## config.mk

```make
export PLATFORM = sky130hd
export DESIGN_NAME = ax_btb_update_sender
export DESIGN_NICKNAME = d
export VERILOG_FILES = /design/src/rtl/ax_btb_update_sender_pkg.sv /design/src/rtl/ax_btb_update_sender_queue.sv /design/src/rtl/ax_btb_update_sender.sv
export SDC_FILE = /design/constraint.sdc
export NUM_CORES = 1
export LEC_CHECK = 0
export CORE_UTILIZATION = 40
export DETAILED_ROUTE_END_ITERATION = 12
export GPL_TIMING_DRIVEN = 0
export PLACE_DENSITY = 0.65
export SLEW_MARGIN = 30
export SYNTH_ARGS = -nofsm -noshare
export SYNTH_HDL_FRONTEND = slang
export SYNTH_SLANG_ARGS = --single-unit
export TNS_END_PERCENT = 30
```

## constraint.sdc

```tcl
create_clock -name clk -period 5.5 [get_ports clk]
set_input_delay 1.1 -clock clk [delete_from_list [all_inputs] [get_ports clk]]
set_output_delay 1.1 -clock clk [all_outputs]
set_load 0.02 [all_outputs]
```

## src/rtl/ax_btb_update_sender_pkg.sv

```systemverilog
// Shared fetch-unit types for the AX BTB write path: branch results, BTB entry layout,
// the update-queue entry and the bank-conflict rule used by the update sender.
package ax_btb_update_sender_pkg;

    localparam int INT_ISSUE_WIDTH            = 2;
    localparam int ADDR_WIDTH                 = 32;
    localparam int INSN_ADDR_BIT_WIDTH        = 2;
    localparam int AX_BTB_INDEX_WIDTH         = 6;
    localparam int AX_BTB_TAG_WIDTH           = 8;
    localparam int BTB_CONTENTS_ADDR_WIDTH    = 14;
    localparam int AX_BTB_BANK_NUM            = 2;
    localparam int AX_BTB_UPDATE_QUEUE_DEPTH  = 8;

    typedef logic [ADDR_WIDTH-1:0]              AddrPath;
    typedef logic [AX_BTB_INDEX_WIDTH-1:0]      BTB_IndexPath;
    typedef logic [AX_BTB_TAG_WIDTH-1:0]        BTB_TagPath;
    typedef logic [BTB_CONTENTS_ADDR_WIDTH-1:0] BTB_AddrPath;
    typedef logic [$clog2(AX_BTB_UPDATE_QUEUE_DEPTH)-1:0] AXBTBUpdatePtrPath;
    typedef logic [$clog2(AX_BTB_UPDATE_QUEUE_DEPTH):0]   AXBTBUpdateCountPath;

    typedef struct packed {
        logic    valid;
        logic    execTaken;
        logic    isAX;
        logic    isCondBr;
        AddrPath brAddr;
        AddrPath nextAddr;
    } BranchResult;

    typedef struct packed {
        logic        valid;
        logic        isCondBr;
        BTB_TagPath  tag;
        BTB_AddrPath data;
    } BTB_Entry;

    typedef struct packed {
        BTB_IndexPath wa;
        BTB_Entry     wv;
    } AXBTBUpdateEntry;

    function automatic BTB_IndexPath ToAXBTB_Index(AddrPath addr);
        return addr[INSN_ADDR_BIT_WIDTH +: AX_BTB_INDEX_WIDTH];
    endfunction

    function automatic BTB_TagPath ToAXBTB_Tag(AddrPath addr);
        return addr[INSN_ADDR_BIT_WIDTH+AX_BTB_INDEX_WIDTH +: AX_BTB_TAG_WIDTH];
    endfunction

    function automatic BTB_AddrPath ToBTB_Addr(AddrPath addr);
        return addr[INSN_ADDR_BIT_WIDTH +: BTB_CONTENTS_ADDR_WIDTH];
    endfunction

    // Bank is the low log2(bankNum) bits of the index; bankNum must be a power of two.
    function automatic logic IsBankConflict(BTB_IndexPath a, BTB_IndexPath b, int bankNum);
        BTB_IndexPath mask;
        mask = BTB_IndexPath'(bankNum - 1);
        return (a & mask) == (b & mask);
    endfunction

endpackage

```

## src/rtl/ax_btb_update_sender_queue.sv

```systemverilog
// Multi-push / multi-pop circular buffer holding pending AX BTB writes in program order.
module ax_btb_update_queue
    import ax_btb_update_sender_pkg::*;
#(
    parameter int DEPTH    = AX_BTB_UPDATE_QUEUE_DEPTH,
    parameter int PUSH_NUM = INT_ISSUE_WIDTH,
    parameter int POP_NUM  = INT_ISSUE_WIDTH
)(
    input  logic                    clk,
    input  logic                    rst,
    input  logic [$clog2(DEPTH):0]  pushCount_i,
    input  AXBTBUpdateEntry         pushEntry_i [PUSH_NUM],
    input  logic [$clog2(DEPTH):0]  popCount_i,
    output AXBTBUpdateEntry         headEntry_o [POP_NUM],
    output logic [$clog2(DEPTH):0]  occupancy_o,
    output logic [$clog2(DEPTH):0]  freeCount_o
);
    localparam int PTR_W = $clog2(DEPTH);
    localparam int CNT_W = PTR_W + 1;

    AXBTBUpdateEntry    storage_q [DEPTH];
    logic [PTR_W-1:0]   head_q, head_d, tail_q, tail_d;
    logic [CNT_W-1:0]   count_q, count_d;

    // Pointer arithmetic wraps for free because DEPTH is a power of two.
    always_comb begin
        head_d  = head_q + popCount_i[PTR_W-1:0];
        tail_d  = tail_q + pushCount_i[PTR_W-1:0];
        count_d = count_q + pushCount_i - popCount_i;
    end

    always_ff @(posedge clk or posedge rst) begin
        if (rst) begin
            head_q  <= '0;
            tail_q  <= '0;
            count_q <= '0;
        end else begin
            head_q  <= head_d;
            tail_q  <= tail_d;
            count_q <= count_d;
        end
    end

    always_ff @(posedge clk) begin
        for (int i = 0; i < PUSH_NUM; i++) begin
            if (CNT_W'(i) < pushCount_i) begin
                storage_q[tail_q + PTR_W'(i)] <= pushEntry_i[i];
            end
        end
    end

    always_comb begin
        for (int i = 0; i < POP_NUM; i++) begin
            headEntry_o[i] = storage_q[head_q + PTR_W'(i)];
        end
    end

    assign occupancy_o = count_q;
    assign freeCount_o = CNT_W'(DEPTH) - count_q;

endmodule

```

## src/rtl/ax_btb_update_sender.sv

```systemverilog
// Buffers taken AX branch results and drains them to the AX BTB write ports in order,
// never sending two writes to the same bank in one cycle.
module ax_btb_update_sender
    import ax_btb_update_sender_pkg::*;
#(
    parameter int LANE_NUM       = INT_ISSUE_WIDTH,
    parameter int WRITE_PORT_NUM = INT_ISSUE_WIDTH,
    parameter int QUEUE_DEPTH    = AX_BTB_UPDATE_QUEUE_DEPTH,
    parameter int BANK_NUM       = AX_BTB_BANK_NUM
)(
    input  logic         clk,
    input  logic         rst,
    input  BranchResult  brResult_i [LANE_NUM],
    input  logic         btbStall_i,
    output logic         btbWE_o [WRITE_PORT_NUM],
    output BTB_IndexPath btbWA_o [WRITE_PORT_NUM],
    output BTB_Entry     btbWV_o [WRITE_PORT_NUM],
    output logic         queueFull_o,
    output logic [15:0]  dropCount_o
);
    localparam int CNT_W = $clog2(QUEUE_DEPTH) + 1;
    typedef logic [CNT_W-1:0] CountPath;

    CountPath        pushCount, popCount, freeCount, occupancy, dropThisCycle;
    AXBTBUpdateEntry pushEntry [LANE_NUM];
    AXBTBUpdateEntry headEntry [WRITE_PORT_NUM];
    logic            sel [WRITE_PORT_NUM];
    logic            selStop;
    logic            unusedLaneBits;
    logic [16:0]     dropSum;
    logic [15:0]     dropCount_q, dropCount_d;
    logic            btbWE_q [WRITE_PORT_NUM];
    BTB_IndexPath    btbWA_q [WRITE_PORT_NUM];
    BTB_Entry        btbWV_q [WRITE_PORT_NUM];

    ax_btb_update_queue #(
        .DEPTH    (QUEUE_DEPTH),
        .PUSH_NUM (LANE_NUM),
        .POP_NUM  (WRITE_PORT_NUM)
    ) u_queue (
        .clk         (clk),
        .rst         (rst),
        .pushCount_i (pushCount),
        .pushEntry_i (pushEntry),
        .popCount_i  (popCount),
        .headEntry_o (headEntry),
        .occupancy_o (occupancy),
        .freeCount_o (freeCount)
    );

    // Accepted lanes are compacted into push slots; free space is judged against the
    // current occupancy, so entries popped this cycle are not reusable until next cycle.
    always_comb begin
        pushCount      = '0;
        dropThisCycle  = '0;
        unusedLaneBits = 1'b0;
        for (int s = 0; s < LANE_NUM; s++) begin
            pushEntry[s] = '0;
        end
        for (int i = 0; i < LANE_NUM; i++) begin
            unusedLaneBits ^= ^brResult_i[i];
            if (brResult_i[i].valid && brResult_i[i].execTaken && brResult_i[i].isAX) begin
                if (pushCount < freeCount) begin
                    for (int s = 0; s < LANE_NUM; s++) begin
                        if (CountPath'(s) == pushCount) begin
                            pushEntry[s].wa          = ToAXBTB_Index(brResult_i[i].brAddr);
                            pushEntry[s].wv.valid    = 1'b1;
                            pushEntry[s].wv.isCondBr = brResult_i[i].isCondBr;
                            pushEntry[s].wv.tag      = ToAXBTB_Tag(brResult_i[i].brAddr);
                            pushEntry[s].wv.data     = ToBTB_Addr(brResult_i[i].nextAddr);
                        end
                    end
                    pushCount = pushCount + CountPath'(1);
                end else begin
                    dropThisCycle = dropThisCycle + CountPath'(1);
                end
            end
        end
    end

    always_comb begin
        dropSum     = {1'b0, dropCount_q} + 17'(dropThisCycle);
        dropCount_d = dropSum[16] ? 16'hFFFF : dropSum[15:0];
    end

    // In-order selection from the head: the first bank clash ends the window.
    always_comb begin
        selStop  = btbStall_i;
        popCount = '0;
        for (int p = 0; p < WRITE_PORT_NUM; p++) begin
            sel[p] = 1'b0;
            if (CountPath'(p) >= occupancy) begin
                selStop = 1'b1;
            end
            for (int k = 0; k < p; k++) begin
                if (IsBankConflict(headEntry[k].wa, headEntry[p].wa, BANK_NUM)) begin
                    selStop = 1'b1;
                end
            end
            if (!selStop) begin
                sel[p]   = 1'b1;
                popCount = popCount + CountPath'(1);
            end
        end
    end

    always_ff @(posedge clk or posedge rst) begin
        if (rst) begin
            dropCount_q <= '0;
            for (int p = 0; p < WRITE_PORT_NUM; p++) begin
                btbWE_q[p] <= 1'b0;
                btbWA_q[p] <= '0;
                btbWV_q[p] <= '0;
            end
        end else begin
            dropCount_q <= dropCount_d;
            for (int p = 0; p < WRITE_PORT_NUM; p++) begin
                btbWE_q[p] <= sel[p];
                if (sel[p]) begin
                    btbWA_q[p] <= headEntry[p].wa;
                    btbWV_q[p] <= headEntry[p].wv;
                end
            end
        end
    end

    assign btbWE_o     = btbWE_q;
    assign btbWA_o     = btbWA_q;
    assign btbWV_o     = btbWV_q;
    assign queueFull_o = (occupancy == CountPath'(QUEUE_DEPTH));
    assign dropCount_o = dropCount_q;

endmodule

```

==> qor.csv <==
stage,metric,value,unit
timing,setup_viol,0,
worst_setup_path,crit_arrival,5.09,ns
timing,max_slew_margin,0.303,
logic_synthesis,synth_nets,1391,
worst_setup_path,path_class,input port to register,
power_and_ir_drop,p_switching,4450,uW
route,vias,13300,
flow_run,cap_violations,0,
finish,syn_to_final_growth,17.9,%
worst_setup_path,slowest_delay,0.60,ns
worst_setup_path,cp_data_required_time,5.98,ns
timing,fin_ws,0.888,ns
worst_setup_path,cp_slowest_cell,a2111o_1,
timing,final_hold_viol_count,0,
finish,antenna_cells,0,
place,place_ws,0.305,ns
worst_setup_path,crit_path_end_kind,register,
finish,final-seq-area,9410,um2
outcome,status,"finished, final reports clean",
route,drc,0,
worst_setup_path,path_delay_family,compound AO/OA/AOI/OAI gates,
timing,max_slew.worst_pin.slew,1.04,ns
clocking,hold_buffers,0,
clocking,insertion_delay,0.58,ns
clocking,cts_max_level,2,
finish,final_cell_area,21200,um2
logic_synthesis,muxShareOfSynthArea,0.212,
logic_synthesis,seq_area_frac_synth,0.523,
finish,multi_input_area,7730,um2
global_routing,antenna_found_initial,7,
worst_setup_path,worst_setup_path_start_kind,input port,
worst_setup_path,cp_cell_sequence,clkdlybuf4s50_1 -> a21oi_2 -> o21ai_0 -> a2111o_1 -> buf_6 -> inv_1 -> ha_1 -> fa_1 -> inv_1 -> ha_1 -> a21o_1 -> a21oi_1 -> xor2_1,
timing,min_period_over_period,0.839,
power_and_ir_drop,p_clk_frac,0.212,
route,wl,60900,um
timing,clock_skew,0.0327,ns
clocking,clkTransAtPathRegs,0.05,ns
logic_synthesis,synth_flop_cell,edfxtp_1,
worst_setup_path,path_buf_inv,4,
logic_synthesis,yosysUniqueCellTypes,50,
finish,drive_above_1_share,0.242,
logic_synthesis,synth_fa_ha_area_frac,0.0181,
global_routing,grt_pass1_vias,13600,
global_routing,grt_pass1_wl,89200,um
worst_setup_path,endpoint,u_queue.occupancy_o[3],
route,antenna_left,0,
worst_setup_path,cp_num_cells,13,
power_and_ir_drop,pwr_density_cell,556,nW/um2
worst_setup_path,r2r_end,u_queue.occupancy_o[3],
timing,fin_crit,4.61,ns
floorplan,die_h,214,um
floorplan,initial_core_util,0.406,
worst_setup_path,path_max_fanout,10,
place,port-buffer-count,87,
global_routing,grt.total_usage,0.264,
logic_synthesis,synth_edf_count,240,
logic_synthesis,synthArstFlopShare,0.268,
clocking,post_cts_buffers,0,
place,placed_area,20000,um2
logic_synthesis,yosysWarnings,0,
clocking,clock-sinks,328,
global_routing,grt_max_degree,50,
floorplan,io_pins,218,
route,viasPerCell,6.68,
clocking,cts.path.max_buffers,3,
worst_setup_path,timing.rr.start,u_queue.occupancy_o[0],
floorplan,core_area,44300,um2
power_and_ir_drop,p_leak,0.00748,uW
place,dp_hpwl,40300,um
route,wire_per_inst,30.5,um
logic_synthesis,synth_cells,1229,
power_and_ir_drop,vdd_drop_max,0.000399,V
logic_synthesis,syn_avg_cell_area,14.6,um2
worst_setup_path,r2r_cells,14,
floorplan,dieArea,45900,um2
global_routing,overflow,0,
floorplan,fp.dieW,214,um
worst_setup_path,rrSetupSlack,1.04,ns
timing,timing.final.max_slew_violations,0,
finish,nFillCells,3890,
logic_synthesis,synth_top_family_by_area,multiplexers,
logic_synthesis,synth_compound_area_frac,0.154,
clocking,postCtsResizedCells,0,
clocking,cts_made_buffers,39,
power_and_ir_drop,swShare,0.378,
clocking,cts_root_buf,clkbuf_16,
timing,fmax,217,MHz
place,gp_congestion,0.932,
floorplan,rows,77,
power_and_ir_drop,p_comb_frac,0.501,
timing,rsz0062_at_grt,false,
logic_synthesis,synth-simple-area-share,0.0311,
logic_synthesis,netlist_area,18000,um2
power_and_ir_drop,p_int,7340,uW
worst_setup_path,startpoint,btbStall_i,
logic_synthesis,synth_xor_area_frac,0.0107,
worst_hold_path,hold_class,register to register,
power_and_ir_drop,power.share.sequential,0.287,
clocking,cts_tree,yes,
logic_synthesis,ys_ff_latch,328,
route,firstDrtPassIters,6,
route,first_iter_violations,2033,
finish,fin_nets,1533,
==> cells in the final DEF, fill, tap and decap left out, types with 18 or more instances in the layout <==
cell type / count
a21oi_1: 41
a32o_1: 232
buf_1: 64
buf_2: 62
clkbuf_1: 55
clkbuf_16: 40
clkdlybuf4s50_1: 87
dfrtp_1: 88
edfxtp_1: 240
ha_1: 18
inv_1: 23
mux2_2: 30
mux2_4: 29
mux2i_1: 40
mux4_2: 117
nand2_1: 19
nor2_1: 55
==> synth_stat cells, types with 3 or more instances <==
master    instances  area [um2]
mux2_4           29         435
ha_1             18         225
buf_1            70         263
buf_6             5        56.3
nor2_1           55         206
o22ai_1           4        25.0
mux2_2           30         338
dfrtp_1          88        2200
a21o_1            3        22.5
a32o_1          232        2320
o21ai_0          13        65.1
edfxtp_1        240        7210
buf_4             7        52.6
xor2_1           11        96.3
inv_1            24        90.1
a21oi_2           3        26.3
nand3_1           8        40.0
and3_1            9        56.3
clkbuf_1         47         176
xnor2_1          11        96.3
buf_2            57         285
nor3_1            6        30.0
nand2_1          19        71.3
fa_1              5         100
nand4_1           4        25.0
nor2b_1           4        25.0
mux4_2          117        2640
a21oi_1          42         210
mux2i_1          40         400
==> how the worst min path moves through the flow <==
| stage | start | end | slack [ns] | depth (start not counted) |
|---|---|---|---|---|
| floorplan | u_queue.tail_q[0] | u_queue.tail_q[0] | 0.51 | 1 |
| global placement | dropCount_o[12] | dropCount_o[12] | 0.50 | 1 |
| detailed placement | btbWV_o[9] | btbWV_o[9] | 0.49 | 1 |
| CTS | btbWV_o[21] | btbWV_o[21] | 0.52 | 1 |
| global route | btbWA_o[5] | btbWA_o[5] | 0.53 | 1 |
| finish | btbWV_o[11] | btbWV_o[11] | 0.51 | 1 |
==> routing by layer <==
| metal | GRT usage | vias to the layer above | wire [um] |
|---|---|---|---|
| met5 | 0 | - | 89 |
| met4 | 0.111 | 14 | 2460 |
| met3 | 0.0749 | 193 | 7360 |
| met2 | 0.417 | 988 | 28100 |
| met1 | 0.340 | 6759 | 22900 |
| li1 | - | 5362 | - |
==> state kept, by name, summed over array words and instances, names as in the netlist <==
name	flops
u_queue.storage_q	240
u_queue.occupancy_o	4
u_queue.head_q	3
btbWV_o	48
u_queue.tail_q	3
dropCount_o	16
btbWE_o	2
btbWA_o	12
==> cell type report <==
type,count,area share
well taps,592,0.0349
clock inverters,14,0.00472
multi-input cells,689,0.365
flip-flops and latches,328,0.443
inverters,26,0.00483
repair buffers,101,0.0557
plain buffers,186,0.0399
clock buffers,57,0.0521
==> stage by stage <==
stage,total power (uW),setup TNS [ns],cells,utilization,hold WS (ns)
2_1_floorplan,7260,0,1229,-,0.505
3_3_place_gp,9110,-168.93,1908,0.443,0.498
3_5_place_dp,9250,0,1922,0.452,0.494
4_1_cts,11800,0,1993,0.479,0.515
5_1_grt,12200,0,1993,0.479,0.533
6_report,11800,0,1993,0.479,0.513
==> cells by family (layout without fill, tap and decap cells) <==
logic type / count (synthesis) / in the layout
DFF: 328 / 328
AOI/OAI and AO/OA: 308 / 308
muxes: 216 / 216
buffers and inverters: 212 / 384
and+or+nand+nor: 120 / 120
adders and majority gates: 23 / 23
xor gates and xnor gates: 22 / 22
==> power groups by stage <==
stage	Sequential (uW)	Combinational, uW	Clock [uW]
after global routing	3440	6180	2590
after CTS	3390	5850	2510
final	3390	5900	2500
after floorplan	3680	3580	0
after global placement	3440	5670	0
after detailed placement	3430	5810	0
Note: power is estimated with default switching activity, not from simulation.
